## src/rtl/vga_pattern_gen.sv

```systemverilog
// VGA timing generator with a 1-bit-per-channel test pattern (bars, checker, scroll, border).
// Every registered output describes the hcount/vcount presented in the same cycle.
module vga_pattern_gen #(
    parameter int unsigned H_ACTIVE = 640,
    parameter int unsigned H_FP     = 16,
    parameter int unsigned H_SYNC   = 96,
    parameter int unsigned H_BP     = 48,
    parameter int unsigned V_ACTIVE = 480,
    parameter int unsigned V_FP     = 10,
    parameter int unsigned V_SYNC   = 2,
    parameter int unsigned V_BP     = 33,
    parameter int unsigned CLK_DIV  = 4,
    parameter logic        SYNC_POL = 1'b0
) (
    input  logic       clk,
    input  logic       rst_n,
    input  logic [1:0] mode,
    output logic [9:0] hcount,
    output logic [9:0] vcount,
    output logic       hsync,
    output logic       vsync,
    output logic       video_on,
    output logic       R,
    output logic       G,
    output logic       B,
    output logic       frame_start
);

    localparam int unsigned CW       = 10;
    localparam int unsigned H_TOTAL  = H_ACTIVE + H_FP + H_SYNC + H_BP;
    localparam int unsigned V_TOTAL  = V_ACTIVE + V_FP + V_SYNC + V_BP;
    localparam int unsigned HS_START = H_ACTIVE + H_FP;
    localparam int unsigned HS_END   = H_ACTIVE + H_FP + H_SYNC - 1;
    localparam int unsigned VS_START = V_ACTIVE + V_FP;
    localparam int unsigned VS_END   = V_ACTIVE + V_FP + V_SYNC - 1;
    localparam int unsigned BAR_LEN  = H_ACTIVE / 8;
    localparam int unsigned DIV_W    = (CLK_DIV > 1) ? $clog2(CLK_DIV) : 1;

    logic [DIV_W-1:0] div;
    logic [2:0]       bar;
    logic [CW-1:0]    run;
    logic [8:0]       frame_cnt;
    logic [1:0]       mode_q;

    logic             tick;
    logic             h_wrap;
    logic             v_wrap;
    logic             frame_wrap;
    logic [CW-1:0]    h_nxt;
    logic [CW-1:0]    v_nxt;
    logic [2:0]       bar_nxt;
    logic [CW-1:0]    run_nxt;
    logic [8:0]       fc_nxt;
    logic [1:0]       mode_nxt;
    logic             hs_nxt;
    logic             vs_nxt;
    logic             von_nxt;
    logic             border;
    logic [2:0]       colour;
    logic [2:0]       rgb_nxt;

    assign tick = (div == DIV_W'(CLK_DIV - 1));

    // Post-tick counter values; all outputs are decoded from these.
    always_comb begin
        h_wrap     = (hcount == CW'(H_TOTAL - 1));
        v_wrap     = (vcount == CW'(V_TOTAL - 1));
        frame_wrap = h_wrap && v_wrap;
        h_nxt      = h_wrap ? '0 : hcount + CW'(1);
        v_nxt      = vcount;
        if (h_wrap) begin
            v_nxt = v_wrap ? '0 : vcount + CW'(1);
        end
        mode_nxt = frame_wrap ? mode : mode_q;
        fc_nxt   = frame_wrap ? frame_cnt + 9'd1 : frame_cnt;
    end

    // Bar index tracks hcount by run length: restart at column 0, step every BAR_LEN pixels.
    always_comb begin
        bar_nxt = bar;
        run_nxt = run + CW'(1);
        if (h_nxt == '0) begin
            bar_nxt = '0;
            run_nxt = '0;
        end else if (run == CW'(BAR_LEN - 1)) begin
            bar_nxt = bar + 3'd1;
            run_nxt = '0;
        end
    end

    always_comb begin
        hs_nxt  = (h_nxt >= CW'(HS_START) && h_nxt <= CW'(HS_END)) ? SYNC_POL : ~SYNC_POL;
        vs_nxt  = (v_nxt >= CW'(VS_START) && v_nxt <= CW'(VS_END)) ? SYNC_POL : ~SYNC_POL;
        von_nxt = (h_nxt < CW'(H_ACTIVE)) && (v_nxt < CW'(V_ACTIVE));
        border  = (h_nxt == '0) || (h_nxt == CW'(H_ACTIVE - 1)) ||
                  (v_nxt == '0) || (v_nxt == CW'(V_ACTIVE - 1));
        colour  = '0;
        case (mode_nxt)
            2'd0: colour = 3'd7 - bar_nxt;
            2'd1: colour = {3{h_nxt[5] ^ v_nxt[5]}};
            2'd2: colour = 3'd7 - (bar_nxt + fc_nxt[8:6]);
            2'd3: colour = {3{border}};
            default: colour = '0;
        endcase
        rgb_nxt = von_nxt ? colour : 3'd0;
    end

    always_ff @(posedge clk or negedge rst_n) begin
        if (!rst_n) begin
            div         <= '0;
            hcount      <= '0;
            vcount      <= '0;
            bar         <= '0;
            run         <= '0;
            frame_cnt   <= '0;
            mode_q      <= '0;
            hsync       <= ~SYNC_POL;
            vsync       <= ~SYNC_POL;
            video_on    <= 1'b0;
            R           <= 1'b0;
            G           <= 1'b0;
            B           <= 1'b0;
            frame_start <= 1'b0;
        end else begin
            div         <= tick ? '0 : div + DIV_W'(1);
            frame_start <= 1'b0;
            if (tick) begin
                hcount      <= h_nxt;
                vcount      <= v_nxt;
                bar         <= bar_nxt;
                run         <= run_nxt;
                frame_cnt   <= fc_nxt;
                mode_q      <= mode_nxt;
                hsync       <= hs_nxt;
                vsync       <= vs_nxt;
                video_on    <= von_nxt;
                R           <= rgb_nxt[2];
                G           <= rgb_nxt[1];
                B           <= rgb_nxt[0];
                frame_start <= frame_wrap;
            end
        end
    end

endmodule

```

## config.mk

```make
export PLATFORM = sky130hd
export DESIGN_NAME = vga_pattern_gen
export DESIGN_NICKNAME = d
export VERILOG_FILES = /design/src/rtl/vga_pattern_gen.sv
export SDC_FILE = /design/constraint.sdc
export NUM_CORES = 1
export LEC_CHECK = 0
export ABC_AREA = 1
export BUFFER_PORTS_ARGS = -buffer_cell sky130_fd_sc_hd__buf_2
export CORE_UTILIZATION = 60
export DETAILED_ROUTE_END_ITERATION = 8
export HOLD_SLACK_MARGIN = 0.03
export PLACE_DENSITY_LB_ADDON = 0.2
export SYNTH_ARGS = -nofsm -noshare
export SYNTH_HDL_FRONTEND = slang
export SYNTH_SLANG_ARGS = --single-unit
```

## constraint.sdc

```tcl
create_clock -name clk -period 5.2 [get_ports clk]
set_input_delay 0.26 -clock clk [delete_from_list [all_inputs] [get_ports clk]]
set_output_delay 0.26 -clock clk [all_outputs]
set_load 0.03 [all_outputs]
```

==> results.md, run 1 <==
- Outcome: finished, final reports clean
- DR vias: roughly 3300
- Number of global-route vias before repair: between 3000 and 4000
- Critical path startpoint category: flop
- Final worst-path setup slack: 2.042 ns
- Ports: 31
- Crit Path Max Fanout: 18
- Fin crit share: roughly 61%
- Top post-synthesis cells by area: dfrtp_1, nand2_1, inv_1, nor2_1, nand3_1
- Fin. max-slew vios: 0
- Switching share of power: 19.58%
- Cell Pwr Density: just under 200 nW/um^2
- Pre-CTS WS: 2.078 ns
- Count leader, synth: nand2_1
- Routability Congestion: 0.9081
- Vias per cell: 5.508
- Cell taking the most area after synthesis: dfrtp_1
- Core area: 5574 um^2
- Post-synth top flop: dfrtp_1
- Antenna Cells: 0
- Drt drc: 0
- TritonRoute pass-1 iters: 5
- Port Buffer Count: 30
- Std cell rows: 27
- Final WL: 7.691 mm
- CTS Buf Count: 5
- Synthesized area per cell: about 7 um^2
- CTS Root Cell: clkbuf_8
- Post-CTS Setup Repair Bufs: 0
- H-tree depth: 2
- Final #Nets: 537
- Clock sink count: 53
- Global-route wire length before repair: 13.32 mm
- Die Y: 78.50 um
- Worst Skew: 0.009338 ns
- Sequential-to-total area share from yosys stat: 37.85%
- Top-area cell type share of the netlist area: 36.35%
- Cell Area, Placed: 3731 um^2
- Starting density of the core: about 63%
- CTS max path bufs: 2
- Final Instance Area: ~3900 um^2
- Setup violations, final: 0
- Mapped Area: 3511 um^2
- Synthesized instance count: 491
- Synth cell types: 38
- Warning count from the yosys run: 0
- Tot GR Track Use: 27.43%
- Synth cell count leaders: nand2_1, inv_1, nor2_1, dfrtp_1, nand3_1
- Largest net degree at the start of global routing: 54
- Fraction of registers with async set or reset after synthesis: 100.0%
- Final hold violations: 0
- Worst-Margin Slew: 0.6745 ns
- WP data arrival: 3.37 ns
- Seq. cell area: 1329 um^2
- Initial antenna violation count: 0
- Leakage: 1.948 nW
- Antenna Nets Post-Route: 0
- RSZ-0062 raised after global routing: false
- Comb pwr share: 1.3%
- Worst endpoint required time: 5.41 ns
- Max Cap Viol: 0
- FILL cells: a little under 500
- Min Tclk post-route: 3.158 ns
- Clock transition at the registers of the reported paths: ~0.10 ns
- Max transition margin: 55.03%
- Power share of the clock group: 43.9%
- Post-CTS sizing: 0
- Met1 WL: 3.487 mm
- CP Class: reg -> reg
- #FFs+latches synth: between 50 and 60
- Gr ovfl total: 0
- Area grow syn2layout: 10.09%
- Clock Latency Late Sink: 0.31 ns
- Number of synthesized flops with an enable pin: 0
- DR WL/cell: 12.93 um
- DR WL met2: between 3 and 4 mm
- Syn_nets: 506
- Met3 WL: 370 um
- Share of post-route cells with drive strength above 1: 13.58%
- HPWL after DPL: 5.606 mm
- Post-route setup TNS: 0 ns
- Top sig layer: met4
- 1st-iter DRT viols: 174
- Hold-fix buffers, CTS: 0
- Sequential fraction of design power: 54.8%
- CTS tree: yes
- Switching pwr: 0.0001472 W
- Die area: roughly 6200 um^2
- Chip Width: about 78 um
- Fmax: 316.6 MHz
- CP Capture Type: flop
- Max VDD drop: 144.4 uV
- Hold Path Class: in -> async
- Pint: 0.0006045 W
- Multi-input gate area: 1909 um^2
## layout by cell type, fill, tap and decap left out, types with 10 or more instances in the layout
master and n:
nand2_1 146, inv_1 59, nand3_1 40, buf_2 30, ha_1 10, xor2_1 12, nand4_1 10, nor2_1 54
dfrtp_1 51, o21ai_0 32
## state kept, by name (all words and copies together) (netlist names)
| name | cells |
|---|---|
| G | 1 |
| div | 2 |
| bar | 3 |
| run | 10 |
| mode_q | 2 |
| hcount | 10 |
| vsync | 1 |
| B | 1 |
| frame_cnt | 9 |
| R | 1 |
| frame_start | 1 |
| hsync | 1 |
| vcount | 10 |
| video_on | 1 |
## final cells by class
cell class	instances	share of cell area [%]
Tap cell	72	2.331
Timing Repair Buffer	33	4.467
Inverter	60	5.957
Multi-Input combinational cell	369	49.40
Clock buffer	5	1.781
Clock inverter	3	1.683
Sequential cell	53	34.38
## metrics by stage
step	util (%)	cells	hold WS (ns)	total power, W
floorplan	-	491	-0.03559	0.0004205
global placement	66.94	587	0.4139	0.0004304
detailed placement	66.94	587	0.4209	0.0004306
CTS	69.34	595	0.07951	0.0007577
global route	69.34	595	0.1239	0.0007765
finish	69.34	595	0.04004	0.0007516
## power by group through the flow
stage / Sequential [W] / Clock, W / Combinational [W]
final: 0.000412 / 0.000330 / 0.00000990
after global routing: 0.000412 / 0.000353 / 0.0000119
after CTS: 0.000412 / 0.000335 / 0.0000105
after detailed placement: 0.000420 / 0 / 0.0000106
after global placement: 0.000420 / 0 / 0.0000104
after floorplan: 0.000420 / 0 / 0.000000441
## metal layers
| metal | vias to the layer above | track usage [%] |
|---|---|---|
| met4 | 0 | 10.00 |
| met5 | - | 0 |
| met1 | 1513 | 34.83 |
| met3 | 14 | 3.953 |
| met2 | 115 | 47.37 |
| li1 | 1635 | - |
## logic make-up after synthesis
group	count (synthesis)	share of synthesized area (%)
muxes	3	0.9266
adders and majority gates	11	4.134
DFF	53	37.85
and+or+nand+nor	278	35.10
buffers and inverters	69	7.769
AOI/OAI and AO/OA	58	9.479
xor gates and xnor gates	19	4.740
## path summary, 6_finish.rpt
check	startpoint	endpoint	slack [ns]	cells after the start
setup / recovery	hcount[1]	R	2.04	20
hold / removal	rst_n	hcount[7]	0.04	2
setup reg to reg	hcount[1]	R	2.04	20
hold reg to reg	div[0]	div[0]	0.44	1
max in group asynchronous	rst_n	bar[2]	4.68	2
min in group clk	mode[1]	mode_q[1]	0.19	3
## critical path, cell delays in order (launching register included)
cell	delay (ns)
dfrtp_1	0.46
ha_1	0.25
nand2_2	0.13
nor2_8	0.15
nand3_4	0.26
nor2_1	0.22
nand4_1	0.12
xor2_1	0.18
inv_1	0.06
ha_1	0.13
inv_1	0.05
fa_1	0.36
nand3b_1	0.16
nand2_1	0.09
inv_1	0.04
nand2_1	0.06
nand2_1	0.06
a21oi_1	0.13
nand2_1	0.07
nand2_1	0.05
nand2_1	0.04
Note: power is estimated with default switching activity, not from simulation.
==> inputs of run 2 (changes only) <==
--- a/config.mk
+++ b/config.mk
@@ -7,7 +7,7 @@
 export LEC_CHECK = 0
 export ABC_AREA = 1
 export BUFFER_PORTS_ARGS = -buffer_cell sky130_fd_sc_hd__buf_2
-export CORE_UTILIZATION = 60
+export CORE_UTILIZATION = 54
 export DETAILED_ROUTE_END_ITERATION = 8
 export HOLD_SLACK_MARGIN = 0.03
 export PLACE_DENSITY_LB_ADDON = 0.2
==> constraint.sdc (replaced) <==
create_clock -name clk -period 2.6 [get_ports clk]
set_input_delay 0.13 -clock clk [delete_from_list [all_inputs] [get_ports clk]]
set_output_delay 0.13 -clock clk [all_outputs]
set_load 0.03 [all_outputs]
==> run 2 against run 1 <==
The run now ends with negative setup slack left. Hold slack improved by 0.0076 ns. Register-to-register slack got worse by 2.3 ns. Setup slack worse by 2.3 ns. Clock skew up 0.0018 ns. Die area increased by 11%. Maximum frequency increased by 8.9%. Sequential power rose by 100%. Critical endpoint is now B. Largest power group unchanged. Highest routed layer unchanged.
==> results.md, run 2 (same netlist as run 1, synthesis figures left out) <==
- Commonest cells after routing, fill and taps aside: nand2_1, buf_4, inv_1
- H-tree depth: 2 (unchanged)
- Share of post-route cells with drive strength above 1: 31.24% (+18 points)
- Initial antenna violation count: 0 (unchanged)
- Critical path startpoint category: flop
- Global-route wire length before repair: 14.97 mm (+12%)
- Cell Area, Placed: 4173 um^2 (+12%)
- HPWL after DPL: 6.628 mm (+18%)
- Die Y: 82.63 um (+5.3%)
- Clock sink count: 53 (unchanged)
- Final WL: 9.684 mm (+26%)
- Final Instance Area: 4611 um^2 (+19%)
- CP Capture Type: flop
- WP data arrival: 3.11 ns (-0.26 ns)
- Gr ovfl total: 0 (unchanged)
- Fin crit share: 111.6% (+51 points)
- 1st-iter DRT viols: 322 (+85%)
- Post-layout util: 73.03% (+3.7 points)
- CTS max path bufs: 2 (unchanged)
- Hold WS: 0.04762 ns (+0.007573 ns)
- Drt drc: 0 (unchanged)
- Failing checks: negative setup slack
- DR vias: 3704 (+13%)
- RSZ-0062 raised after global routing: true
- Antenna Nets Post-Route: 0 (unchanged)
- Max Cap Viol: 0 (unchanged)
- Met2 GRT Util: 51.24% (+3.9 points)
- Std cell rows: 29 (+7.4%)
- Final Non-Filler Cells: 682 (+15%)
- TritonRoute pass-1 iters: 5 (unchanged)
- Min Tclk post-route: 2.901 ns (-0.2571 ns)
- Biggest regs: hcount (10), run (10), vcount (10)
- CP Class: reg -> reg
- Max transition margin: 76.70% (+22 points)
- FILL cells: 488 (+0.83%)
- Met3 Use GR: 3.846% (-0.11 points)
- Worst endpoint required time: 2.81 ns (-2.60 ns)
- Most common cell after layout, fill and taps aside: nand2_1
- CTS Buf Count: 5 (unchanged)
- Tot GR Track Use: 28.71% (+1.3 points)
- Reg-to-reg startpoint: hcount[1]
- Power Total: 0.001325 W (+76%)
- Clock transition at the registers of the reported paths: 0.10 ns (about the same)
- Ports: 31 (unchanged)
- Final #Nets: 619 (+15%)
- Routability Congestion: 0.8803 (-3.1%)
- Dpl cells: 646 (+10%)
- DR WL/cell: 14.20 um (+9.9%)
- Fin. max-slew vios: 0 (unchanged)
- Number of global-route vias before repair: 3440 (+12%)
- Area grow syn2layout: 31.33%
- CTS tree: yes
- Hold path start: mode[1]
- Chip Width: 82.63 um (+5.3%)
- Starting density of the core: 55.61% (-7.4 points)
- Fmax: 344.7 MHz (+8.9%)
- Core area: 6314 um^2 (+13%)
- Setup violations, final: 4 (+4)
- Final worst-path setup slack: -0.3013 ns (-2.343 ns)
- CTS Root Cell: clkbuf_8
- Worst Skew: 0.01112 ns (+0.001781 ns)
- Vias per cell: 5.431 (-1.4%)
- Leakage: 2.312 nW (+19%)
- GRT busiest layer: met2
- Worst-Margin Slew: 0.3495 ns (-0.3250 ns)
- Hold Path Class: in -> reg
- Antenna Cells: 0 (unchanged)
- Crit Path Max Fanout: 6 (-12)
- Die area: 6828 um^2 (+11%)
- Cell Pwr Density: 287.4 nW/um^2 (+48%)
- Setup crit start: hcount[1]
- Clock Latency Late Sink: 0.32 ns (about the same)
- Outcome: finished, violations left
- Final hold violations: 0 (unchanged)
- Port Buffer Count: 30 (unchanged)
- Max VDD drop: 292.5 uV (+100%)
- Met1 GRT Util: 35.01% (+0.18 points)
- Largest net degree at the start of global routing: 31 (-43%)
## run 2: changes by cell type in the layout (fill, tap and decap cells not counted), sizes merged
cell         before  now
dlygate4sd3       0    1
clkinv            2    1
buf              33  114
bufinv            2    0
clkbuf            5    6
clkinvlp          0    2
## run 2: area by class of cell
cell class / instances / area (um^2) / area share [%]
flip-flops and latches: 53 / 1331 / 28.87
repair buffers: 115 / 802.0 / 17.39
inverters: 60 / 230.2 / 4.993
well taps: 77 / 96.34 / 2.090
clock buffers: 6 / 72.57 / 1.574
multi-input cells: 369 / 2063 / 44.75
clock inverters: 2 / 15.01 / 0.3256
## run 2: worst max-delay path: stages (launching register included)
cell and delay [ns]:
dfrtp_2 0.44, ha_4 0.18, nand2_4 0.09, nor2_8 0.05, nand3_4 0.10, buf_4 0.14
nand2_2 0.06, nand2_1 0.09, nor2_1 0.06, nand3_1 0.12, nand2_2 0.08, buf_4 0.13
buf_4 0.12, buf_4 0.12, buf_4 0.12, buf_4 0.12, buf_4 0.12, buf_4 0.12
buf_4 0.13, buf_4 0.13, nor2_1 0.08, nor2_1 0.06, nand2_1 0.07, nand2_1 0.05
## run 2: worst paths after layout
check / slack, ns / depth (start not counted) / end
min in group asynchronous: 0.17 / 2 / hcount[6]
max in group asynchronous: 1.82 / 3 / hsync
worst max-delay path: -0.30 / 23 / B
worst min register to register: 0.44 / 1 / div[0]
worst max register to register: -0.30 / 23 / B
worst min-delay path: 0.05 / 3 / mode_q[1]
## run 2: per-layer routing
metal	share of wire (%)	vias to the layer above
li1	-	1799
met1	41	1719
met2	51	161
met3	5.9	25
met4	2.1	0
met5	0	-
## run 2: report_power, final
| group | total [W] | internal, W | switching (W) |
|---|---|---|---|
| logic | 0.0000221 | 0.00000470 | 0.0000174 |
| clock network | 0.000479 | 0.000191 | 0.000289 |
| registers | 0.000824 | 0.000824 | 0 |
## run 2: repair_timing
action | CTS | global route
hold buffers | 1 | 0
setup buffers | 17 | 10
pin swaps | 9 | 20
setup endpoints to repair | 2 | 4
resized for setup | 17 | 24
hold endpoints to repair | 51 | 0
## run 2: stage by stage
| stage | worst slack, ns | setup TNS [ns] |
|---|---|---|
| finish | -0.3013 | -0.8178 |
| global route | -0.4509 | -1.474 |
| detailed placement | -0.2025 | -0.2371 |
| floorplan | -0.2553 | -0.3419 |
| CTS | -0.1069 | -0.1355 |
| global placement | -0.05738 | -0.06329 |
==> inputs of run 3 (changes only) <==
--- a/config.mk
+++ b/config.mk
@@ -6,11 +6,13 @@
 export NUM_CORES = 1
 export LEC_CHECK = 0
 export ABC_AREA = 1
-export BUFFER_PORTS_ARGS = -buffer_cell sky130_fd_sc_hd__buf_2
+export BUFFER_PORTS_ARGS = -buffer_cell sky130_fd_sc_hd__buf_4
+export CORE_MARGIN = 3
 export CORE_UTILIZATION = 54
 export DETAILED_ROUTE_END_ITERATION = 8
 export HOLD_SLACK_MARGIN = 0.03
 export PLACE_DENSITY_LB_ADDON = 0.2
+export SLEW_MARGIN = 15
 export SYNTH_ARGS = -nofsm -noshare
 export SYNTH_HDL_FRONTEND = slang
 export SYNTH_SLANG_ARGS = --single-unit
==> run 3 against run 2 <==
The run still ends with negative setup slack left. Clock-buffer cell count unchanged. Via count shrank 5.9%. Combinational power fell by 5%. Core utilization about the same. Routed wire length shrank 9.9%. Die area grew 9.9%. Total power up 2.5%. First-iteration DRC count down 36%. Cell count decreased by 3.5%. Critical path type unchanged. Highest routed layer unchanged.
==> results.md, run 3 (same netlist as run 1, synthesis figures left out) <==
- Number of global-route vias before repair: 3277 (-4.7%)
- Biggest regs: hcount (10), run (10), vcount (10)
- Leakage: 2.237 nW (-3.2%)
- WP data arrival: 2.98 ns (-0.13 ns)
- Reg-to-reg startpoint: hcount[1]
- Most common cell after layout, fill and taps aside: nand2_1
- Share of post-route cells with drive strength above 1: 25.21% (-6.0 points)
- Antenna Cells: 0 (unchanged)
- 1st-iter DRT viols: 206 (-36%)
- Power Total: 0.001359 W (+2.5%)
- Final hold violations: 0 (unchanged)
- Hold path start: mode[1]
- Global-route wire length before repair: 14.70 mm (-1.8%)
- Worst endpoint required time: 2.81 ns (about the same)
- Chip Width: 86.63 um (+4.8%)
- Vias per cell: 5.298 (-2.5%)
- Commonest cells after routing, fill and taps aside: nand2_1, buf_4, inv_1
- Min-Delay Path Depth: 3 (unchanged)
- Fin crit share: 106.3% (-5.3 points)
- CTS tree: yes
- CTS max path bufs: 2 (unchanged)
- RSZ-0062 raised after global routing: true
- CP Capture Type: flop
- Std cell rows: 28 (-3.4%)
- Outcome: finished, violations left
- HPWL after DPL: 6.377 mm (-3.8%)
- Core area: 6096 um^2 (-3.4%)
- DR vias: 3486 (-5.9%)
- Largest net degree at the start of global routing: 54 (+74%)
- Max transition margin: 55.48% (-21 points)
- Cell Pwr Density: 305.4 nW/um^2 (+6.3%)
- Initial antenna violation count: 0 (unchanged)
- H-tree depth: 2 (unchanged)
- Max Cap Viol: 0 (unchanged)
- Hold Path Class: in -> reg
- Die area: 7505 um^2 (+9.9%)
- Gr ovfl total: 0 (unchanged)
- DR WL/cell: 13.26 um (-6.6%)
- TritonRoute pass-1 iters: 5 (unchanged)
- Final worst-path setup slack: -0.1641 ns (+0.1371 ns)
- Area grow syn2layout: 26.73%
- CTS Root Cell: clkbuf_8
- Starting density of the core: 57.59% (+2.0 points)
- Clock Latency Late Sink: 0.31 ns (about the same)
- Failing checks: negative setup slack
- Worst Skew: 0.006561 ns (-0.004557 ns)
- Pre-CTS WS: -0.1552 ns (+0.04727 ns)
- Worst-Margin Slew: 0.6678 ns (+0.3183 ns)
- CP Class: reg -> reg
- Setup violations, final: 2 (-2)
- Fin. max-slew vios: 0 (unchanged)
- FILL cells: 486 (-0.41%)
- Port Buffer Count: 30 (unchanged)
- Final WL: 8.723 mm (-9.9%)
- Dpl cells: 640 (-0.93%)
- Clock transition at the registers of the reported paths: 0.10 ns (about the same)
- Critical path startpoint category: flop
- Die Y: 86.63 um (+4.8%)
- Fmax: 361.8 MHz (+5.0%)
- Drt drc: 0 (unchanged)
- Register-to-Register Path Depth: 22 (-4.3%)
- CTS Buf Count: 5 (unchanged)
- Max VDD drop: 232.8 uV (-20%)
- Ports: 31 (unchanged)
- Clock sink count: 53 (unchanged)
- Crit Path Max Fanout: 8 (+2)
- Tot GR Track Use: 24.14% (-4.6 points)
- Final Non-Filler Cells: 658 (-3.5%)
- Antenna Nets Post-Route: 0 (unchanged)
- Setup crit start: hcount[1]
- Routability Congestion: 0.8842 (+0.44%)
- Min Tclk post-route: 2.764 ns (-0.1371 ns)
- Final #Nets: 597 (-3.6%)
run 3: final timing paths:
kind,endpoint,slack (ns)
setup / recovery,R,-0.16
hold / removal,mode_q[1],0.05
setup reg to reg,R,-0.16
hold reg to reg,div[0],0.43
max in group asynchronous,hcount[1],1.74
min in group asynchronous,hcount[6],0.38
run 3: through the flow:
step | setup TNS (ns) | util [%] | hold WS (ns) | instance area, um^2
6_report | -0.2276 | 72.99 | 0.04790 | 4449
5_1_grt | -0.6069 | 72.99 | 0.05951 | 4449
4_1_cts | -0.1862 | 72.43 | 0.03879 | 4415
3_5_place_dp | -0.1787 | 69.15 | 0.2100 | 4215
3_3_place_gp | -0.04673 | 69.15 | 0.2040 | 4215
2_1_floorplan | -0.3419 | - | -0.1656 | 3541
run 3: final cells by class:
type                       count  area [um^2]  area share [%]
inverter                      60        230.2           5.174
clock inverter                 2        17.52          0.3937
tap                           75        93.84           2.109
multi-input combinational    369         1989           44.71
clock buffer                   6        82.58           1.856
sequential                    53         1331           29.92
timing repair buffer          93        704.4           15.83
run 3: timing repair:
item | in CTS | in global routing
endpoints found under the setup margin | 2 | 3
hold buffers | 1 | 0
setup buffers | 9 | 0
gates resized for setup | 7 | 9
pin swaps | 3 | 2
hold endpoints to repair | 51 | 0
run 3: power by group:
group / internal, W / total, W / switching (W)
clock network: 0.000222 / 0.000514 / 0.000292
registers: 0.000824 / 0.000824 / 0
logic: 0.00000401 / 0.0000211 / 0.0000171
run 3: metal layers:
metal | vias up | global-route usage (%) | share of wire, %
li1 | 1757 | - | -
met1 | 1615 | 31.94 | 45
met2 | 102 | 42.42 | 48
met3 | 12 | 3.137 | 4.9
met4 | 0 | 4.816 | 1.4
met5 | - | 0 | 0
run 3: worst max-delay path: stages, from the launching register on:
cell,delay (ns)
dfrtp_2,0.45
ha_4,0.18
nand2_4,0.09
nor2_8,0.05
nand3_4,0.16
nand2_2,0.11
nor2_4,0.14
nor2_1,0.05
nand3_1,0.10
nand2_1,0.07
inv_1,0.06
ha_1,0.15
inv_2,0.04
fa_2,0.32
nand3b_1,0.15
nand2_1,0.07
inv_1,0.04
nand2_1,0.06
nand2_1,0.07
a21oi_2,0.12
nand2_1,0.06
nand2_1,0.05
nand2_1,0.04
